$ cat src/rtl/reg_access_arbiter_pkg.sv
// ---------------------------------------------------------------------------
// bldc_reg_pkg
// Shared definitions for the register access arbiter and the register module:
//   - arbiter FSM state encodings (ARB_IDLE / ARB_ISSUE / ARB_RDATA)
//   - owner codes identifying which requester holds the current access
//   - register index constants shared with Register_Module_1
//   - ageWidth(): width of the tuner aging counter (minimum 4 bits)
// No ports (package).
// ---------------------------------------------------------------------------
package bldc_reg_pkg;

  typedef enum logic [1:0] {
    ARB_IDLE  = 2'd0,
    ARB_ISSUE = 2'd1,
    ARB_RDATA = 2'd2
  } arb_state_e;

  localparam logic OWNER_H = 1'b0;
  localparam logic OWNER_T = 1'b1;

  localparam logic [7:0] REG_IDX_40 = 8'h40;
  localparam logic [7:0] REG_IDX_41 = 8'h41;
  localparam logic [7:0] REG_IDX_42 = 8'h42;
  localparam logic [7:0] REG_IDX_43 = 8'h43;
  localparam logic [7:0] REG_IDX_44 = 8'h44;
  localparam logic [7:0] REG_IDX_48 = 8'h48;

  // The age counter must be able to hold the limit itself, and is never
  // narrower than 4 bits so small limits keep the same register layout.
  function automatic int unsigned ageWidth(input int unsigned limit);
    int unsigned w;
    w = $clog2(limit + 1);
    return (w < 4) ? 4 : w;
  endfunction

endpackage

$ cat src/rtl/reg_access_arbiter_if.sv
// ---------------------------------------------------------------------------
// reg_access_arbiter_if
// Bundles the host (H) and tuner (T) request/response handshakes together with
// the register-module access port.
//   h_req/h_we/h_addr/h_wdata     host request (level, held until h_gnt)
//   h_gnt/h_rvalid/h_rdata        host grant pulse, read-valid pulse, read data
//   t_*                           same set for the tuner
//   reg_write/reg_read            strobes to the register module
//   reg_index/reg_wdata           index and write data to the register module
//   reg_rdata                     read data from the register module
//   busy                          arbiter not idle
// Modports: slave = arbiter side, master = requesters/register-module side.
// ---------------------------------------------------------------------------
interface reg_access_arbiter_if #(
  parameter int ADDR_W = 8,
  parameter int DATA_W = 8
);

  logic              h_req;
  logic              h_we;
  logic [ADDR_W-1:0] h_addr;
  logic [DATA_W-1:0] h_wdata;
  logic              h_gnt;
  logic              h_rvalid;
  logic [DATA_W-1:0] h_rdata;

  logic              t_req;
  logic              t_we;
  logic [ADDR_W-1:0] t_addr;
  logic [DATA_W-1:0] t_wdata;
  logic              t_gnt;
  logic              t_rvalid;
  logic [DATA_W-1:0] t_rdata;

  logic              reg_write;
  logic              reg_read;
  logic [ADDR_W-1:0] reg_index;
  logic [DATA_W-1:0] reg_wdata;
  logic [DATA_W-1:0] reg_rdata;

  logic              busy;

  modport slave (
    input  h_req, h_we, h_addr, h_wdata,
    output h_gnt, h_rvalid, h_rdata,
    input  t_req, t_we, t_addr, t_wdata,
    output t_gnt, t_rvalid, t_rdata,
    output reg_write, reg_read, reg_index, reg_wdata,
    input  reg_rdata,
    output busy
  );

  modport master (
    output h_req, h_we, h_addr, h_wdata,
    input  h_gnt, h_rvalid, h_rdata,
    output t_req, t_we, t_addr, t_wdata,
    input  t_gnt, t_rvalid, t_rdata,
    input  reg_write, reg_read, reg_index, reg_wdata,
    output reg_rdata,
    input  busy
  );

endinterface

$ cat src/rtl/reg_access_arbiter_age_ctr.sv
// ---------------------------------------------------------------------------
// reg_arb_age_ctr
// Saturating wait-age counter for the tuner port. Counts cycles in which the
// tuner is requesting but not granted, clears when the tuner is granted, and
// stops at LIMIT. Used only when ARB_AGING_EN is defined.
// Ports:
//   clk        clock
//   rst        synchronous active-low reset (counter -> 0)
//   inc_i      tuner requesting and not granted this cycle
//   clr_i      tuner granted this cycle (has priority over inc_i)
//   atLimit_o  counter has reached LIMIT
// ---------------------------------------------------------------------------
module reg_arb_age_ctr
  import bldc_reg_pkg::*;
#(
  parameter int unsigned LIMIT = 15
) (
  input  logic clk,
  input  logic rst,
  input  logic inc_i,
  input  logic clr_i,
  output logic atLimit_o
);

  localparam int unsigned W = ageWidth(LIMIT);

  logic [W-1:0] age_q;
  logic [W-1:0] age_d;

  // Next age: a grant always wins over an increment so the count restarts
  // from zero on the cycle after the tuner is served.
  always_comb begin
    age_d = age_q;
    if (clr_i) begin
      age_d = '0;
    end else if (inc_i && (age_q != W'(LIMIT))) begin
      age_d = age_q + 1'b1;
    end
  end

  // Age register with synchronous active-low reset.
  always_ff @(posedge clk) begin
    if (!rst) begin
      age_q <= '0;
    end else begin
      age_q <= age_d;
    end
  end

  assign atLimit_o = (age_q == W'(LIMIT));

endmodule

$ cat src/rtl/reg_access_arbiter.sv
// ---------------------------------------------------------------------------
// reg_access_arbiter
// Shares the register module's single access port between the I2C slave
// (host, H) and the autotuner/telemetry writer (tuner, T). One access at a
// time: IDLE (grant + latch) -> ISSUE (one strobe) -> RDATA (reads only) ->
// IDLE. Read data is returned to whichever requester issued the read.
// Host has priority on a tie. Optional build macro ARB_AGING_EN adds an age
// counter that lets a tuner waiting AGE_LIMIT cycles win over the host.
// Ports:
//   clk   clock (slow_clk1)
//   rst   synchronous active-low reset
//   bus   reg_access_arbiter_if.slave (host, tuner and register-module signals)
// Parameters: ADDR_W, DATA_W, AGE_LIMIT (only meaningful with ARB_AGING_EN).
// ---------------------------------------------------------------------------
module reg_access_arbiter
  import bldc_reg_pkg::*;
#(
  parameter int ADDR_W    = 8,
  parameter int DATA_W    = 8,
  parameter int AGE_LIMIT = 15
) (
  input  logic                  clk,
  input  logic                  rst,
  reg_access_arbiter_if.slave   bus
);

  arb_state_e        state_q;
  logic              owner_q;
  logic              we_q;
  logic [ADDR_W-1:0] index_q;
  logic [DATA_W-1:0] wdata_q;
  logic              regWrite_q;
  logic              regRead_q;
  logic              hRvalid_q;
  logic              tRvalid_q;
  logic [DATA_W-1:0] hRdata_q;
  logic [DATA_W-1:0] tRdata_q;

  logic              owner_d;
  logic              we_d;
  logic [ADDR_W-1:0] index_d;
  logic [DATA_W-1:0] wdata_d;

  logic              hGnt;
  logic              tGnt;
  logic              tAged;

  if (AGE_LIMIT < 1) begin : g_bad_age_limit
    $error("reg_access_arbiter: AGE_LIMIT must be at least 1");
  end

`ifdef ARB_AGING_EN
  reg_arb_age_ctr #(
    .LIMIT (AGE_LIMIT)
  ) u_ageCtr (
    .clk       (clk),
    .rst       (rst),
    .inc_i     (bus.t_req & ~tGnt),
    .clr_i     (tGnt),
    .atLimit_o (tAged)
  );
`else
  assign tAged = 1'b0;
`endif

  // Grant decision. Grants are only given in IDLE and are combinational so
  // the winner sees its grant in the same cycle it is accepted and can drop
  // its request on the next one. No grant while reset is asserted, because
  // the latched command would be discarded at the edge anyway.
  always_comb begin
    hGnt = 1'b0;
    tGnt = 1'b0;
    if (rst && (state_q == ARB_IDLE)) begin
      if (bus.t_req && (tAged || !bus.h_req)) begin
        tGnt = 1'b1;
      end else if (bus.h_req) begin
        hGnt = 1'b1;
      end
    end
  end

  // Command of the winning requester, latched on the grant edge.
  always_comb begin
    owner_d = tGnt ? OWNER_T     : OWNER_H;
    we_d    = tGnt ? bus.t_we    : bus.h_we;
    index_d = tGnt ? bus.t_addr  : bus.h_addr;
    wdata_d = tGnt ? bus.t_wdata : bus.h_wdata;
  end

  // Access sequencer. Strobes and read-valid pulses are registered and
  // default low each cycle so they last exactly one cycle. The index and
  // write data keep their last latched value between accesses.
  always_ff @(posedge clk) begin
    if (!rst) begin
      state_q    <= ARB_IDLE;
      owner_q    <= OWNER_H;
      we_q       <= 1'b0;
      index_q    <= '0;
      wdata_q    <= '0;
      regWrite_q <= 1'b0;
      regRead_q  <= 1'b0;
      hRvalid_q  <= 1'b0;
      tRvalid_q  <= 1'b0;
      hRdata_q   <= '0;
      tRdata_q   <= '0;
    end else begin
      regWrite_q <= 1'b0;
      regRead_q  <= 1'b0;
      hRvalid_q  <= 1'b0;
      tRvalid_q  <= 1'b0;
      case (state_q)
        ARB_IDLE: begin
          if (hGnt || tGnt) begin
            owner_q    <= owner_d;
            we_q       <= we_d;
            index_q    <= index_d;
            wdata_q    <= wdata_d;
            regWrite_q <= we_d;
            regRead_q  <= ~we_d;
            state_q    <= ARB_ISSUE;
          end
        end
        ARB_ISSUE: begin
          if (we_q) begin
            state_q <= ARB_IDLE;
          end else begin
            hRvalid_q <= (owner_q == OWNER_H);
            tRvalid_q <= (owner_q == OWNER_T);
            state_q   <= ARB_RDATA;
          end
        end
        ARB_RDATA: begin
          if (owner_q == OWNER_T) begin
            tRdata_q <= bus.reg_rdata;
          end else begin
            hRdata_q <= bus.reg_rdata;
          end
          state_q <= ARB_IDLE;
        end
        default: state_q <= ARB_IDLE;
      endcase
    end
  end

  // The register module presents read data in the RDATA cycle, so the owner
  // sees it directly alongside its rvalid pulse; the captured copy is held
  // from then on until that requester's next read.
  assign bus.h_rdata   = hRvalid_q ? bus.reg_rdata : hRdata_q;
  assign bus.t_rdata   = tRvalid_q ? bus.reg_rdata : tRdata_q;
  assign bus.h_gnt     = hGnt;
  assign bus.t_gnt     = tGnt;
  assign bus.h_rvalid  = hRvalid_q;
  assign bus.t_rvalid  = tRvalid_q;
  assign bus.reg_write = regWrite_q;
  assign bus.reg_read  = regRead_q;
  assign bus.reg_index = index_q;
  assign bus.reg_wdata = wdata_q;
  assign bus.busy      = (state_q != ARB_IDLE);

endmodule

$ cat src/flat_wrapper.sv
// flat-port wrapper written by rule: the top's interface ports become plain ports
module reg_access_arbiter_flat import bldc_reg_pkg::*;
#(
  parameter int ADDR_W    = 8,
  parameter int DATA_W    = 8,
  parameter int AGE_LIMIT = 15
)
  (clk, rst, bus_h_req, bus_h_we, bus_h_addr, bus_h_wdata, bus_h_gnt, bus_h_rvalid, bus_h_rdata, bus_t_req, bus_t_we, bus_t_addr, bus_t_wdata, bus_t_gnt, bus_t_rvalid, bus_t_rdata, bus_reg_write, bus_reg_read, bus_reg_index, bus_reg_wdata, bus_reg_rdata, bus_busy);
  reg_access_arbiter_if #(.ADDR_W(ADDR_W), .DATA_W(DATA_W)) bus_i ();
  input  logic clk;
  input  logic rst;
  input wire logic [$bits(bus_i.h_req)-1:0] bus_h_req;
  input wire logic [$bits(bus_i.h_we)-1:0] bus_h_we;
  input wire logic [$bits(bus_i.h_addr)-1:0] bus_h_addr;
  input wire logic [$bits(bus_i.h_wdata)-1:0] bus_h_wdata;
  output wire logic [$bits(bus_i.h_gnt)-1:0] bus_h_gnt;
  output wire logic [$bits(bus_i.h_rvalid)-1:0] bus_h_rvalid;
  output wire logic [$bits(bus_i.h_rdata)-1:0] bus_h_rdata;
  input wire logic [$bits(bus_i.t_req)-1:0] bus_t_req;
  input wire logic [$bits(bus_i.t_we)-1:0] bus_t_we;
  input wire logic [$bits(bus_i.t_addr)-1:0] bus_t_addr;
  input wire logic [$bits(bus_i.t_wdata)-1:0] bus_t_wdata;
  output wire logic [$bits(bus_i.t_gnt)-1:0] bus_t_gnt;
  output wire logic [$bits(bus_i.t_rvalid)-1:0] bus_t_rvalid;
  output wire logic [$bits(bus_i.t_rdata)-1:0] bus_t_rdata;
  output wire logic [$bits(bus_i.reg_write)-1:0] bus_reg_write;
  output wire logic [$bits(bus_i.reg_read)-1:0] bus_reg_read;
  output wire logic [$bits(bus_i.reg_index)-1:0] bus_reg_index;
  output wire logic [$bits(bus_i.reg_wdata)-1:0] bus_reg_wdata;
  input wire logic [$bits(bus_i.reg_rdata)-1:0] bus_reg_rdata;
  output wire logic [$bits(bus_i.busy)-1:0] bus_busy;
  assign bus_i.h_req = bus_h_req;
  assign bus_i.h_we = bus_h_we;
  assign bus_i.h_addr = bus_h_addr;
  assign bus_i.h_wdata = bus_h_wdata;
  assign bus_h_gnt = bus_i.h_gnt;
  assign bus_h_rvalid = bus_i.h_rvalid;
  assign bus_h_rdata = bus_i.h_rdata;
  assign bus_i.t_req = bus_t_req;
  assign bus_i.t_we = bus_t_we;
  assign bus_i.t_addr = bus_t_addr;
  assign bus_i.t_wdata = bus_t_wdata;
  assign bus_t_gnt = bus_i.t_gnt;
  assign bus_t_rvalid = bus_i.t_rvalid;
  assign bus_t_rdata = bus_i.t_rdata;
  assign bus_reg_write = bus_i.reg_write;
  assign bus_reg_read = bus_i.reg_read;
  assign bus_reg_index = bus_i.reg_index;
  assign bus_reg_wdata = bus_i.reg_wdata;
  assign bus_i.reg_rdata = bus_reg_rdata;
  assign bus_busy = bus_i.busy;
  reg_access_arbiter #(.ADDR_W(ADDR_W), .DATA_W(DATA_W), .AGE_LIMIT(AGE_LIMIT)) u_core (.clk(clk), .rst(rst), .bus(bus_i));
endmodule
$ cat config.mk
export PLATFORM = sky130hd
export DESIGN_NAME = reg_access_arbiter_flat
export DESIGN_NICKNAME = d
export VERILOG_FILES = /design/src/rtl/reg_access_arbiter_pkg.sv /design/src/rtl/reg_access_arbiter_if.sv /design/src/rtl/reg_access_arbiter_age_ctr.sv /design/src/rtl/reg_access_arbiter.sv /design/src/flat_wrapper.sv
export SDC_FILE = /design/constraint.sdc
export NUM_CORES = 1
export LEC_CHECK = 0
export ABC_AREA = 1
export CAP_MARGIN = 40
export CORE_UTILIZATION = 42
export DETAILED_ROUTE_END_ITERATION = 8
export GPL_TIMING_DRIVEN = 0
export PLACE_DENSITY = 0.8
export REMOVE_ABC_BUFFERS = 1
export SYNTH_ARGS = -nofsm -noshare
export SYNTH_HDL_FRONTEND = slang
export SYNTH_SLANG_ARGS = --single-unit
$ cat constraint.sdc
create_clock -name clk -period 1.64 [get_ports clk]
set_input_delay 0.41 -clock clk [delete_from_list [all_inputs] [get_ports clk]]
set_output_delay 0.41 -clock clk [all_outputs]
set_load 0.05 [all_outputs]
# Yosys cells after proc, flatten, opt, wreduce, memory -nomap -nowiden
# Cells that the tools add are included.
[word_totals] reg_bits=40 in_bits=46 word_cells=43
[op_classes] n_eq_ne=3 mux=14 bitwise=4 reduce_logical=11
[ops] cell="2-to-1 mux 8 bit" count=4
[ops] cell="2-to-1 mux 1 bit" count=7
[ops] cell="AND reduction 2 bit" count=3
[ops] cell="2-to-1 mux 2 bit" count=2
[ops] cell="inverter 1 bit" count=4
[ops] cell="case mux 2 bit (2 select lines)" count=1
[ops] cell="AND reduction 3 bit" count=1
[ops] cell="OR reduction 3 bit" count=1
[ops] cell="== test 2 x 1 -> 1 bit, second input constant" count=1
[ops] cell="== test 2 bit, second input constant" count=1
[ops] cell="logical AND 1 bit" count=2
[ops] cell="zero test 2 bit" count=1
[ops] cell="!= test 2 bit, second input constant" count=1
[ops] cell="nonzero test 2 bit" count=1
[ops] cell="zero test 1 bit" count=1
[ops] cell="logical OR 1 bit" count=1

# Logic depth before layout (Yosys ltp)
[logic_depth] ltp_word=7 depth_mapped=8 ltp_nobuf=7

# Worst setup path after synthesis
# No wires, ideal clock.
[synth_timing] path_type="register -> output" start="register u_core.hRvalid_q (netlist: u_core.bus.h_rvalid)" end="output bus_h_rdata[5]" t_arrival_ns=1.886 required_ns=1.230 setup_slack_ns=-0.656 stages_incl_launch_ff=3 n_path_buf=1 path_cell_list="dfxtp_1 -> clkbuf_1 -> o21ai_0"
[synth_between] elab_chain_cells=1
[synth_lines] element="start: declaration" line_no="reg_access_arbiter.sv:34" rtl="logic hRvalid_q;"
[synth_lines] element="start signal: assignment" line_no="reg_access_arbiter.sv:127" rtl="hRvalid_q <= (owner_q == OWNER_H);"
[synth_lines] element="2-to-1 mux 8 bit" line_no="reg_access_arbiter.sv:148" rtl="assign bus.h_rdata = hRvalid_q ? bus.reg_rdata : hRdata_q;"
[synth_lines] element="end: declaration" line_no="flat_wrapper.sv:18" rtl="output wire logic [$bits(bus_i.h_rdata)-1:0] bus_h_rdata;"
# Every way passes these cells.

# Worst setup path in the final report
[layout_timing] start="register u_core.state_q[0]" end="output bus_t_gnt"
[layout_between] elab_chain_cells=3
[layout_lines] element="start: declaration" line_no="reg_access_arbiter.sv:27" rtl="arb_state_e state_q;"
[layout_lines] element="start signal: assignment" line_no="reg_access_arbiter.sv:95" rtl="state_q <= ARB_IDLE;"
[layout_lines] element="start signal: assignment" line_no="reg_access_arbiter.sv:120" rtl="state_q <= ARB_ISSUE;"
[layout_lines] element="start signal: assignment" line_no="reg_access_arbiter.sv:125" rtl="state_q <= ARB_IDLE;"
[layout_lines] element="zero test 2 bit" line_no="reg_access_arbiter.sv:73" rtl="if (rst && (state_q == ARB_IDLE)) begin"
[layout_lines] element="logical AND 1 bit" line_no="reg_access_arbiter.sv:73"
[layout_lines] element="2-to-1 mux 1 bit" line_no="reg_access_arbiter.sv:73"
[layout_lines] element="end: declaration" line_no="flat_wrapper.sv:23" rtl="output wire logic [$bits(bus_i.t_gnt)-1:0] bus_t_gnt;"
# Every way passes these cells.

==> impl_results.md <==
* Post-placement cell count at 433
* Total Routing Usage GR at 0.210
* Hold violation count in the final report at 0
* Clk Tree Root Cell: clkbuf_8
* Post-synthesis cell type count at 17
* Final setup fails at 0
* Worst setup EP type: primary output
* FF-to-FF Start: u_core.state_q[0]
* Sink Count at 40
* Min-Delay Startpoint: rst
* #FFs+latches synth at 40
* CP Launch Point: u_core.state_q[0]
* Fillers at 405
* PD cells at 859 nW/um^2
* Dominant synthesized flop cell: dfxtp_1
* Largest net degree at the start of global routing at 25
* Post-Route WL at 4.76 mm
* Initial antenna violation count at 0
* Setup TNS at 0 ns
* Avg WL per Cell at 10.6 um
* Drt drc at 0
* Die width at 70.0 um
* Synth async-reset ratio at 0
* Final ANT Viol Nets at 0
* CP required at 1.23 ns
* Syn Std Cell Area at 1940 sq um
* FF/Latch Area at 813 sq um
* Drt via density at 4.49
* CP Cell Sequence: nor2_4, buf_6, nand3_4, inv_2, buf_8
* Area delta synth->final at 50.6%
* Avg Synthesized Cell Area at 6.28 sq um
* Core area at 4380 sq um
* Share of cells above drive strength 1 at 0.129
* Synthesized instance count at 309
* Worst Path Max Fanout at 4
* Min Tclk post-route at 1.62 ns
* Final cell count without fillers at 448
* Max Clock Skew at 0.00183 ns
* Post-detail-place hpwl at 3.11 mm
* Synth cell count leaders: nand2_1 (85), inv_1 (57), nor2_1 (52)
* DR vias at 2012
* CP arrival at 1.21 ns
* Initial Util at 0.443
* Worst-Skew Late Latency at 0.29 ns
* Fin Hold WS at 0.426 ns
* P_leak at 1.48 nW
* Boundary Pins at 85
* NumNets Final at 442
* Slowest-stage cell, CP: dfxtp_4
* Register area share after synthesis at 0.412
* Count leader, synth: nand2_1
* Die area at 4900 sq um
* Worst path max stage delay at 0.36 ns
* Initial DRT Pass Iterations at 4
* CP Class: reg2out
* Rows at 24
* Final GP Congestion at 0.709
* Worst IR Drop VDD at 402 uV
* Number of buffers created by CTS at 5
* Top cell type's share of synthesized area at 0.412
* Max-Cap Viols at 0
* Final period utilization at 0.985
* Outcome: completed
* Worst hold path class: in2reg
* Slew Viols, Final at 0
* Critical Path Start Type: flop
* Max Freq at 0.619 GHz
* Multi-input logic area at 882 sq um
* Cell accounting for the most synthesized area: dfxtp_1
* Die height at 70.0 um
* Initial DRC count at 110
* Synth area leaders: dfxtp_1 (41%), nand2_1 (16%), inv_1 (11%)
* CTS tree: yes
* Placed Area at 2800 sq um
* IO buf count at 84
* YS warnings at 0
* Worst slew margin at 0.463
* Clk slew on worst S/H paths at 0.07 ns
* Htree depth at 2
* Vias in the first global route at 1823
* Post-route cell area at 2930 sq um
* GRT overflow at 0
* Antenna diodes at 0
* EDFF count, synth at 0
* Clk buf depth at 2
* Worst Tran Pin Value at 0.803 ns
* First-pass GRT wire length at 8.13 mm
* RSZ-0062 raised after global routing: yes
* Final Util at 0.667
## timing repair
action                     4_1_cts  5_1_grt
hold buffers                     0        0
setup endpoints to repair       68       37
gates resized for setup        171       13
gates cloned                     1        0
pin swaps                        3        1
buffers inserted                 5        2
## cell type report
cell class              count  share of cell area
well taps                  52              0.0222
flip-flops and latches     40               0.278
multi-input cells         200               0.302
repair buffers             92               0.292
inverters                  57              0.0731
clock buffers               7              0.0329
## routing by layer
metal / wire length (um) / part of all wire / global-route usage / vias to the layer above
met5: 0 / 0 / 0 / -
met3: 450 / 0.095 / 0.0851 / 7
li1: - / - / - / 1099
met2: 2190 / 0.46 / 0.349 / 73
met1: 2060 / 0.43 / 0.249 / 833
met4: 60 / 0.013 / 0.0600 / 0
## cell usage in the layout, fill, tap and decap left out, drive strengths merged
| cell | netlist | layout |
|---|---|---|
| clkdlybuf4s50 | 0 | 34 |
| a21oi | 18 | 18 |
| o211ai | 1 | 1 |
| clkdlybuf4s15 | 0 | 5 |
| nor2 | 55 | 55 |
| dfxtp | 40 | 40 |
| nand3 | 6 | 7 |
| buf | 10 | 25 |
| clkbuf | 3 | 9 |
| inv | 57 | 57 |
| dlygate4sd2 | 0 | 26 |
| o21ai | 32 | 32 |
| nand2 | 86 | 86 |
| nand4 | 1 | 1 |
## flip-flops by register name, summed over array words and instances, names as in the netlist, 2 cells and up
register,cells
u_core.tRdata_q,8
u_core.state_q,2
u_core.hRdata_q,8
u_core.bus.reg_wdata,8
u_core.bus.reg_index,8
## report_power, final
part / leakage (nW) / internal, mW / switching [mW] / total [mW]
registers: 0.330 / 1.04 / 0.0369 / 1.07
clock network: 0.0503 / 0.374 / 0.315 / 0.690
logic: 1.10 / 0.275 / 0.476 / 0.751
total: 1.48 / 1.68 / 0.828 / 2.51
## worst max-delay path, delay by kind of cell, from the launching register on
family	cells	cell delay, ns
buf+inv	3	0.34
simple gates	2	0.22
flops	1	0.36
## cell families after synthesis
family                 after synthesis  synth area share
AND/OR/NAND/NOR                    148             0.302
buffers and inverters               70             0.145
flip-flops                          40             0.412
AO/OA/AOI/OAI                       51             0.141
## metrics by stage
stage               setup WS, ns  power [mW]
floorplan                 -0.550        1.54
global placement           -2.44        1.84
detailed placement         -1.99        1.85
CTS                     -0.00856        2.52
global route             -0.0384        2.66
finish                    0.0243        2.51
## worst paths after layout
check / to / slack [ns] / cells past startpoint
setup / recovery: bus_t_gnt / 0.02 / 5
hold / removal: u_core.bus.reg_wdata[2] / 0.43 / 3
setup reg to reg: u_core.we_q / 0.17 / 6
hold reg to reg: u_core.hRdata_q[7] / 0.45 / 2
No activity file was read; power rests on OpenSTA's default activity.
